### config.mk
export PLATFORM = sky130hd
export DESIGN_NAME = voice_adsr
export DESIGN_NICKNAME = d
export VERILOG_FILES = /design/src/rtl/voice_pkg.sv /design/src/rtl/adsr_env.sv /design/src/rtl/voice_adsr.sv
export SDC_FILE = /design/constraint.sdc
export NUM_CORES = 1
export LEC_CHECK = 0
export BUFFER_PORTS_ARGS = -buffer_cell sky130_fd_sc_hd__buf_4
export CAP_MARGIN = 20
export CORE_ASPECT_RATIO = 2
export CORE_MARGIN = 10
export CORE_UTILIZATION = 52
export CTS_BUF_LIST = sky130_fd_sc_hd__clkbuf_8
export CTS_CLUSTER_SIZE = 40
export DETAILED_ROUTE_END_ITERATION = 7
export MAX_ROUTING_LAYER = met4
export PLACE_DENSITY_LB_ADDON = 0.1
export SLEW_MARGIN = 0
export SYNTH_ARGS = -nofsm -noshare
export SYNTH_HDL_FRONTEND = slang
export SYNTH_SLANG_ARGS = --single-unit
### constraint.sdc
create_clock -name sample_clock -period 16.7 [get_ports sample_clock]
set_input_delay 1.67 -clock sample_clock [delete_from_list [all_inputs] [get_ports sample_clock]]
set_output_delay 1.67 -clock sample_clock [all_outputs]
set_load 0.02 [all_outputs]
### src/rtl/voice_pkg.sv
// Shared definitions for the synth voice: waveform codes, ADSR state
// encoding and the noise LFSR polynomial with its step function.
package voice_pkg;

    typedef enum logic [1:0] {
        WAVE_SAW   = 2'd0,
        WAVE_PULSE = 2'd1,
        WAVE_TRI   = 2'd2,
        WAVE_NOISE = 2'd3
    } wave_t;

    typedef enum logic [2:0] {
        ENV_IDLE    = 3'd0,
        ENV_ATTACK  = 3'd1,
        ENV_DECAY   = 3'd2,
        ENV_SUSTAIN = 3'd3,
        ENV_RELEASE = 3'd4
    } env_state_t;

    localparam logic [15:0] LFSR_TAPS = 16'hB400;

    // 16-bit Galois LFSR, shift right, taps 0xB400
    function automatic logic [15:0] lfsr_step(input logic [15:0] s);
        return s[0] ? ((s >> 1) ^ LFSR_TAPS) : (s >> 1);
    endfunction

endpackage

### src/rtl/adsr_env.sv
// ADSR envelope generator: state machine plus level register.
// Ports: clk, rst (sync, active high), gate, attack/decay/release rates,
// sustain level byte; outputs level (ENV_BITS) and state.
module adsr_env
    import voice_pkg::*;
#(
    parameter int ENV_BITS   = 16,
    parameter int RATE_SHIFT = 4
) (
    input  logic                clk,
    input  logic                rst,
    input  logic                gate,
    input  logic [7:0]          attack_rate,
    input  logic [7:0]          decay_rate,
    input  logic [7:0]          sustain_lvl,
    input  logic [7:0]          release_rate,
    output logic [ENV_BITS-1:0] level,
    output env_state_t          state
);

    localparam int W = ENV_BITS + 1;
    localparam logic [W-1:0] FULL = {1'b0, {ENV_BITS{1'b1}}};

    env_state_t          state_next;
    logic [ENV_BITS-1:0] level_next;
    logic                gate_d;
    logic                rise;
    logic                fall;
    logic [W-1:0]        lvl;
    logic [W-1:0]        tgt;
    logic [W-1:0]        a_step;
    logic [W-1:0]        d_step;
    logic [W-1:0]        r_step;
    logic [31:0]         sus_rep;

    assign rise = gate & ~gate_d;
    assign fall = ~gate & gate_d;
    assign lvl  = {1'b0, level};

    // Sustain byte replicated across the level width ({s,s} at 16 bits)
    assign sus_rep = {4{sustain_lvl}};
    assign tgt     = {1'b0, ENV_BITS'(sus_rep >> (32 - ENV_BITS))};

    assign a_step = W'(attack_rate) << RATE_SHIFT;
    assign d_step = W'(decay_rate) << RATE_SHIFT;
    assign r_step = W'(release_rate) << RATE_SHIFT;

    always_comb begin
        state_next = state;
        level_next = level;
        // Gate edges win over stepping and leave the level untouched
        if (rise) begin
            state_next = ENV_ATTACK;
        end else if (fall && (state == ENV_ATTACK || state == ENV_DECAY ||
                              state == ENV_SUSTAIN)) begin
            state_next = ENV_RELEASE;
        end else begin
            unique case (state)
                ENV_IDLE: begin
                end
                ENV_ATTACK: begin
                    if (attack_rate == 8'd0 || (lvl + a_step) >= FULL) begin
                        level_next = FULL[ENV_BITS-1:0];
                        state_next = ENV_DECAY;
                    end else begin
                        level_next = ENV_BITS'(lvl + a_step);
                    end
                end
                ENV_DECAY: begin
                    // level - step <= target, rearranged to avoid underflow
                    if (decay_rate == 8'd0 || lvl <= (tgt + d_step)) begin
                        level_next = tgt[ENV_BITS-1:0];
                        state_next = ENV_SUSTAIN;
                    end else begin
                        level_next = ENV_BITS'(lvl - d_step);
                    end
                end
                ENV_SUSTAIN: begin
                    level_next = tgt[ENV_BITS-1:0];
                end
                ENV_RELEASE: begin
                    if (release_rate == 8'd0 || lvl <= r_step) begin
                        level_next = '0;
                        state_next = ENV_IDLE;
                    end else begin
                        level_next = ENV_BITS'(lvl - r_step);
                    end
                end
                default: begin
                    level_next = '0;
                    state_next = ENV_IDLE;
                end
            endcase
        end
    end

    always_ff @(posedge clk) begin
        if (rst) begin
            state  <= ENV_IDLE;
            level  <= '0;
            gate_d <= 1'b0;
        end else begin
            state  <= state_next;
            level  <= level_next;
            gate_d <= gate;
        end
    end

endmodule

### src/rtl/voice_adsr.sv
// Synth voice: phase-accumulator oscillator (saw/pulse/tri/noise),
// ADSR envelope and registered VCA. One sample per sample_clock edge.
// Ports: sample_clock, rst (sync, active high), pitch_increment,
// waveform, pulse_width, env_attack/decay/sustain/release, gate;
// outputs out (signed sample), env_state, active.
module voice_adsr
    import voice_pkg::*;
#(
    parameter int          BITDEPTH   = 14,
    parameter int          ACC_BITS   = 20,
    parameter int          ENV_BITS   = 16,
    parameter int          RATE_SHIFT = 4,
    parameter logic [15:0] LFSR_SEED  = 16'hACE1
) (
    input  logic                       sample_clock,
    input  logic                       rst,
    input  logic [15:0]                pitch_increment,
    input  logic [1:0]                 waveform,
    input  logic [7:0]                 pulse_width,
    input  logic [7:0]                 env_attack,
    input  logic [7:0]                 env_decay,
    input  logic [7:0]                 env_sustain,
    input  logic [7:0]                 env_release,
    input  logic                       gate,
    output logic signed [BITDEPTH-1:0] out,
    output logic [2:0]                 env_state,
    output logic                       active
);

    localparam logic [BITDEPTH-1:0] POS_MAX = {1'b0, {(BITDEPTH-1){1'b1}}};
    localparam logic [BITDEPTH-1:0] NEG_MAX = {1'b1, {(BITDEPTH-1){1'b0}}};

    logic [ACC_BITS-1:0]               phase;
    logic [ACC_BITS:0]                 phase_sum;
    logic [15:0]                       lfsr;
    logic [BITDEPTH-1:0]               p;
    logic [BITDEPTH-2:0]               fold;
    logic signed [BITDEPTH-1:0]        osc;
    logic signed [BITDEPTH+ENV_BITS:0] prod;
    logic [ENV_BITS-1:0]               level;
    env_state_t                        st;

    adsr_env #(
        .ENV_BITS   (ENV_BITS),
        .RATE_SHIFT (RATE_SHIFT)
    ) u_env (
        .clk          (sample_clock),
        .rst          (rst),
        .gate         (gate),
        .attack_rate  (env_attack),
        .decay_rate   (env_decay),
        .sustain_lvl  (env_sustain),
        .release_rate (env_release),
        .level        (level),
        .state        (st)
    );

    assign env_state = st;
    assign active    = (st != ENV_IDLE);

    assign phase_sum = {1'b0, phase} + (ACC_BITS + 1)'(pitch_increment);
    assign p         = BITDEPTH'(phase >> (ACC_BITS - BITDEPTH));

    // Triangle: mirror the lower bits in the second half, then double
    assign fold = p[BITDEPTH-1] ? ~p[BITDEPTH-2:0] : p[BITDEPTH-2:0];

    always_comb begin
        osc = '0;
        unique case (wave_t'(waveform))
            WAVE_SAW:   osc = {~p[BITDEPTH-1], p[BITDEPTH-2:0]};
            WAVE_PULSE: osc = (phase[ACC_BITS-1 -: 8] < pulse_width)
                              ? POS_MAX : NEG_MAX;
            WAVE_TRI:   osc = {~fold[BITDEPTH-2], fold[BITDEPTH-3:0], 1'b0};
            WAVE_NOISE: osc = BITDEPTH'(lfsr >> (16 - BITDEPTH));
            default:    osc = '0;
        endcase
    end

    assign prod = osc * $signed({1'b0, level});

    always_ff @(posedge sample_clock) begin
        if (rst) begin
            phase <= '0;
            lfsr  <= LFSR_SEED;
            out   <= '0;
        end else begin
            phase <= phase_sum[ACC_BITS-1:0];
            // Noise advances once per oscillator period
            if (phase_sum[ACC_BITS]) begin
                lfsr <= lfsr_step(lfsr);
            end
            out <= BITDEPTH'(prod >>> ENV_BITS);
        end
    end

endmodule
==> reports/qor.yml, run 1 <==
cts_setup_buffers: 0
hold_buffers: 0
fin_skew_ps: 18.7
wire_per_inst_um: 21.0
crit_top_cell: "fa_1"
layout-drive-gt1-share: 0.0851
p_comb_frac: 0.516
crit_path_max_fanout: 16
maxSlewHeadroom: 0.290
dp_cells: 2067
post-route-util: 0.566
startpoint_type: "input pin"
routabilityCongestion: 0.974
synth_cells: 1689
die_w_um: 135
grt_pass1_vias: 13328
p_int_mw: 0.403
fin_crit_ps: 9120
fin_nets: 2142
fin_setup_tns_ps: 0
vias_per_cell: 5.81
critPathArrivalTime_ps: 9410
ys_seq_area_frac: 0.102
cpMaxStageDelayCell: "fa_1"
clock-sinks: 70
fin_cells: 2084
leakagePower_nw: 7.28
final_area_um2: 14800
endpoint_kind: "flip-flop"
synth_warnings: 0
core_area_um2: 26200
hpwlAfterDp_um: 35600
hold_ws_ps: 517
synth_cell_type_count: 80
cts_buffer_depth: 2
overflow: 0
syn-num-nets: 2096
cts_root_buffer: "clkbuf_8"
place_area_um2: 14600
cts_tree: "done"
die-height_um: 250
final_antenna_net_count: 0
max_freq_mhz: 110
grt_pass1_wl_um: 69500
drc: 0
cts_resized: 0
rsz0062_at_grt: "no"
finalPower_mw: 0.750
clock_latency_ps: 420
power.net_switching_mw: 0.347
drt_iter0_markers: 671
ys_async_sr_fraction: 0
status: "finished clean"
critical_path_class: "in -> reg"
area_growth_pct: 8.16
max-vdd-ir-drop_v: 0.0000672
worstHoldStart: "lfsr[1]"
antenna_found_initial: 0
tightest_slew_ps: 1060
cts_htree_levels: 3
clk_pin_slew_ps: 100
p_clk_frac: 0.194
start_util: 0.524
ioPinCount: 79
finalCritPeriodShare: 0.546
r2r_start: "phase[19]"
drtPass1Iterations: 6
ys_seq_elements: 70
grt_start_max_net_pins: 59
dp_slack_ps: 7170
layout_commonest_cell: "inv_1"
die_area_um2: 33600
mostFrequentLayoutCells: "inv_1 (265), nand2_1 (187), ha_1 (176)"
hold_viol: 0
gr-usage-all-layers: 0.274
num_antenna_cells: 0
syn_area_per_cell_um2: 8.11
p_per_area_nw_per_um2: 50.6
placementRows: 84
vias: 12101
maxCapViolCount: 0
cts_inserted_buffers: 9
port_buffers: 78
final-max-slew-violation-count: 0
seqPwrFrac: 0.289
finalSetupViolCount: 0
synthFlopType: "dfxtp_1"
cp.required_ps: 16990
swShare: 0.463
hold_path.class: "reg -> reg"
postRouteWirelength_um: 43800
setup_ws_ps: 7580
setup.worst_path.start: "pulse_width[1]"
syn_area_um2: 13700
critPathMaxStageDelay_ps: 550
synth_enable_flop_cells: 0
-- kinds of logic (layout without fill, tap and decap cells) --
group / after synthesis / count (layout) / synth area share
multiplexers: 16 / 16 / 0.0118
buffers and inverters: 336 / 387 / 0.0942
adder cells (fa/ha/maj): 346 / 346 / 0.409
AND/OR/NAND/NOR: 571 / 571 / 0.200
XOR/XNOR: 72 / 72 / 0.0460
AO/OA/AOI/OAI: 278 / 278 / 0.136
flip-flops: 70 / 70 / 0.102
-- final timing paths --
kind,endpoint,slack (ps),cells after the start
setup / recovery,out[12],7580,29
hold / removal,lfsr[0],520,2
setup reg to reg,out[12],8430,27
hold reg to reg,lfsr[0],520,2
-- cells in the mapped netlist, drive strengths merged (5+ instances only) --
master	number	share of area
a2111oi	6	0.0039
a211oi	17	0.011
a21o	22	0.012
a21oi	72	0.027
a221oi	8	0.0051
a31oi	12	0.0059
and2	55	0.025
and3	6	0.0027
buf	17	0.0068
clkbuf	53	0.015
dfxtp	70	0.10
fa	170	0.25
ha	176	0.16
inv	265	0.073
mux2i	15	0.011
nand2	188	0.052
nand2b	17	0.0078
nand3	26	0.0095
nand4	13	0.0059
nor2	123	0.034
nor2b	55	0.025
nor3	44	0.016
nor3b	10	0.0055
nor4	8	0.0037
o211ai	11	0.0060
o21a	12	0.0066
o21ai	59	0.022
o21bai	5	0.0027
o31ai	8	0.0044
or2	11	0.0050
or3	5	0.0023
xnor2	43	0.027
xor2	29	0.019
-- power groups by stage --
stage          sequential (mW)  combinational (mW)  clock [mW]
6_report                 0.217               0.387       0.146
3_5_place_dp             0.221               0.385           0
2_1_floorplan            0.213               0.269           0
4_1_cts                  0.217               0.387       0.148
3_3_place_gp             0.221               0.378           0
5_1_grt                  0.220               0.433       0.155
-- metal layers --
| layer | global-route usage | share of wire |
|---|---|---|
| met5 | - | 0 |
| met4 | 0.201 | 0.083 |
| met3 | 0.0384 | 0.041 |
| met2 | 0.498 | 0.54 |
| met1 | 0.252 | 0.33 |
-- layout make-up --
cell class / count / area [um^2]
repair buffers: 105 / 796
inverters: 266 / 998
fillers: 2531 / 11300
clock buffers: 9 / 124
well taps: 344 / 430
multi-input cells: 1283 / 11000
clock inverters: 7 / 61.3
flip-flops and latches: 70 / 1400
-- registers in the layout (all words and copies together), names as in the netlist --
name,cells
lfsr,16
out,14
phase,20
u_env.gate_d,1
u_env.level,16
u_env.state,3
-- worst max-delay path, delay by kind of cell --
kind            cells  cell delay [ps]
fa+ha+maj           8             3770
simple gates       10             1960
compound gates      4             1320
buf+inv             6              510
xor+xnor            1              160
Power figures use the tool's default switching activity.
==> inputs of run 2 (changes only) <==
- clock period: 16.7 -> 7.7 ns (I/O delays scaled with it)
==> run 2 against run 1 <==
Compared with the run above:
- clock-buffer cell count is the same
- first-iteration DRC count down 11%
- die area stayed put
- flip-flop and latch count stayed put
- power up 130%
- global-route usage grew 0.71 points
- sequential power is 110% higher
- largest power group unchanged
==> reports/qor.yml, run 2 (synthesis results as in run 1) <==
critPathMaxStageDelay_ps: 560  # was 550 ps
post-route-util: 0.597  # was 0.566
hpwlAfterDp_um: 37400  # was 35600 um
die_w_um: 135  # unchanged
cts_inserted_buffers: 9  # unchanged
core_area_um2: 26200  # unchanged
cts_root_buffer: "clkbuf_8"  # unchanged
cts_tree: "done"  # unchanged
layout-drive-gt1-share: 0.138  # was 0.0851
mostFrequentLayoutCells: "inv_1 (265), nand2_1 (184), buf_4 (183)"  # was inv_1 (265), nand2_1 (187), ha_1 (176)
r2r_start: "phase[13]"  # was phase[19]
routabilityCongestion: 0.975  # was 0.974
fin_skew_ps: 25.2  # was 18.7 ps
maxCapViolCount: 0  # unchanged
drc: 0  # unchanged
fill_cells: 2482  # was 2531
r2r_slack_ps: 240  # was 8430 ps
placementRows: 84  # unchanged
reg2reg_to: "out[7]"  # was out[12]
critical_path_class: "in -> reg"  # unchanged
cts_buffer_depth: 2  # unchanged
crit_top_cell: "fa_1"  # unchanged
crit_path_max_fanout: 8  # was 16
clock_latency_ps: 410  # was 420 ps
p_per_area_nw_per_um2: 112  # was 50.6 nW/um^2
critPathArrivalTime_ps: 7780  # was 9410 ps
setup_ws_ps: 209  # was 7580 ps
overflow: 0  # unchanged
hold_buffers: 0  # unchanged
vias: 12394  # was 12101
max_freq_mhz: 133
largest_reg_flops: 20  # unchanged
cp.required_ps: 7990  # was 16990 ps
tightest_slew_ps: 1020  # was 1060 ps
fin_crit_ps: 7490
setup.worst_path.start: "pulse_width[1]"  # unchanged
status: "finished clean"  # unchanged
final-max-slew-violation-count: 0  # unchanged
wire_per_inst_um: 21.0  # about the same
hold_viol: 0  # unchanged
top_register: "phase"  # unchanged
final_antenna_net_count: 0  # unchanged
antenna_found_initial: 1  # was 0
maxSlewHeadroom: 0.316  # was 0.290
cts_htree_levels: 3  # unchanged
drt_iter0_markers: 600  # was 671
layout_commonest_cell: "inv_1"  # unchanged
startpoint_type: "input pin"  # unchanged
place_area_um2: 15300  # was 14600 um^2
ioPinCount: 79  # unchanged
finalCritPeriodShare: 0.973
endpoint_kind: "flip-flop"  # unchanged
grt_pass1_vias: 13442  # was 13328
postRouteWirelength_um: 45600  # was 43800 um
grt_pass1_wl_um: 71100  # was 69500 um
grt_start_max_net_pins: 43  # was 59
clk_pin_slew_ps: 100  # about the same
final_area_um2: 15600  # was 14800 um^2
die-height_um: 250  # unchanged
die_area_um2: 33600  # unchanged
area_growth_pct: 14.1  # was 8.16%
port_buffers: 78  # unchanged
vias_per_cell: 5.72  # was 5.81
hold_path.class: "reg -> reg"  # unchanged
finalSetupViolCount: 0  # unchanged
crit_end: "out[7]"  # was out[12]
cpMaxStageDelayCell: "fa_1"  # unchanged
gr-usage-all-layers: 0.281  # was 0.274
start_util: 0.524  # unchanged
fin_nets: 2225  # was 2142
leakagePower_nw: 7.75  # was 7.28 nW
max-vdd-ir-drop_v: 0.000135  # was 0.0000672 V
reg2reg_depth: 27  # unchanged
clock-sinks: 70  # unchanged
dp_slack_ps: -428  # was 7170 ps
drtPass1Iterations: 5  # was 6
reg_top3: "phase: 20 flops, lfsr: 16 flops, u_env.level: 16 flops"  # unchanged
## run 2: cell count changes in the layout (fill, tap and decap cells not counted), sizes merged
cell / delta
diode: +1
or2: +1
buf: +83
inv: -1
clkinv: +1
clkbuf: -1
## run 2: how the worst min path moves through the flow
stage                       start  endpoint  slack (ps)  cells past startpoint
after floorplan           lfsr[1]   lfsr[1]         470                      2
after global placement    lfsr[1]   lfsr[1]         480                      2
after detailed placement  lfsr[1]   lfsr[0]         500                      2
after CTS                 lfsr[1]   lfsr[1]         530                      2
after global routing      lfsr[6]   lfsr[6]         550                      2
final                     lfsr[1]   lfsr[1]         520                      2
## run 2: critical path, delay by kind of cell
family	cells	cell delay, ps
AO/OA/AOI/OAI	7	1760
adder cells (fa/ha/maj)	8	3800
buffers and inverters	6	440
AND/OR/NAND/NOR	8	1020
## run 2: routing by layer
| layer | vias to the layer above | GRT usage | part of all wire |
|---|---|---|---|
| li1 | 5802 | - | - |
| met1 | 6031 | 0.259 | 0.33 |
| met5 | - | - | 0 |
| met4 | 0 | 0.187 | 0.078 |
| met2 | 378 | 0.525 | 0.56 |
| met3 | 183 | 0.0316 | 0.038 |
## run 2: through the flow
step | hold WS [ps] | instances | setup TNS (ps) | power [mW]
finish | 519 | 2168 | 0 | 1.75
global route | 554 | 2168 | -53.5 | 1.88
global placement | 477 | 2144 | -2250 | 1.40
detailed placement | 503 | 2144 | -3230 | 1.41
CTS | 529 | 2160 | 0 | 1.73
floorplan | 466 | 1689 | 0 | 1.06
## run 2: repair_timing
action / 4_1_cts / 5_1_grt
hold endpoints to repair: 0 / 0
endpoints found under the setup margin: 0 / 9
gates resized for setup: 0 / 26
setup buffers: 0 / 5
## run 2: cell type report
| type | instances | area (um^2) | share of cell area |
|---|---|---|---|
| clock buffers | 9 | 124 | 0.00792 |
| well taps | 344 | 430 | 0.0275 |
| repair buffers | 187 | 1430 | 0.0915 |
| diodes | 1 | 2.50 | 0.000160 |
| inverters | 266 | 998 | 0.0639 |
| multi-input cells | 1284 | 11200 | 0.716 |
| flip-flops and latches | 70 | 1400 | 0.0896 |
| clock inverters | 7 | 57.6 | 0.00368 |
## run 2: power by group
| group | switching, mW | internal (mW) | total [mW] |
|---|---|---|---|
| registers | 0.0556 | 0.410 | 0.466 |
| clock network | 0.187 | 0.121 | 0.308 |
| logic | 0.546 | 0.428 | 0.974 |
| total | 0.789 | 0.959 | 1.75 |
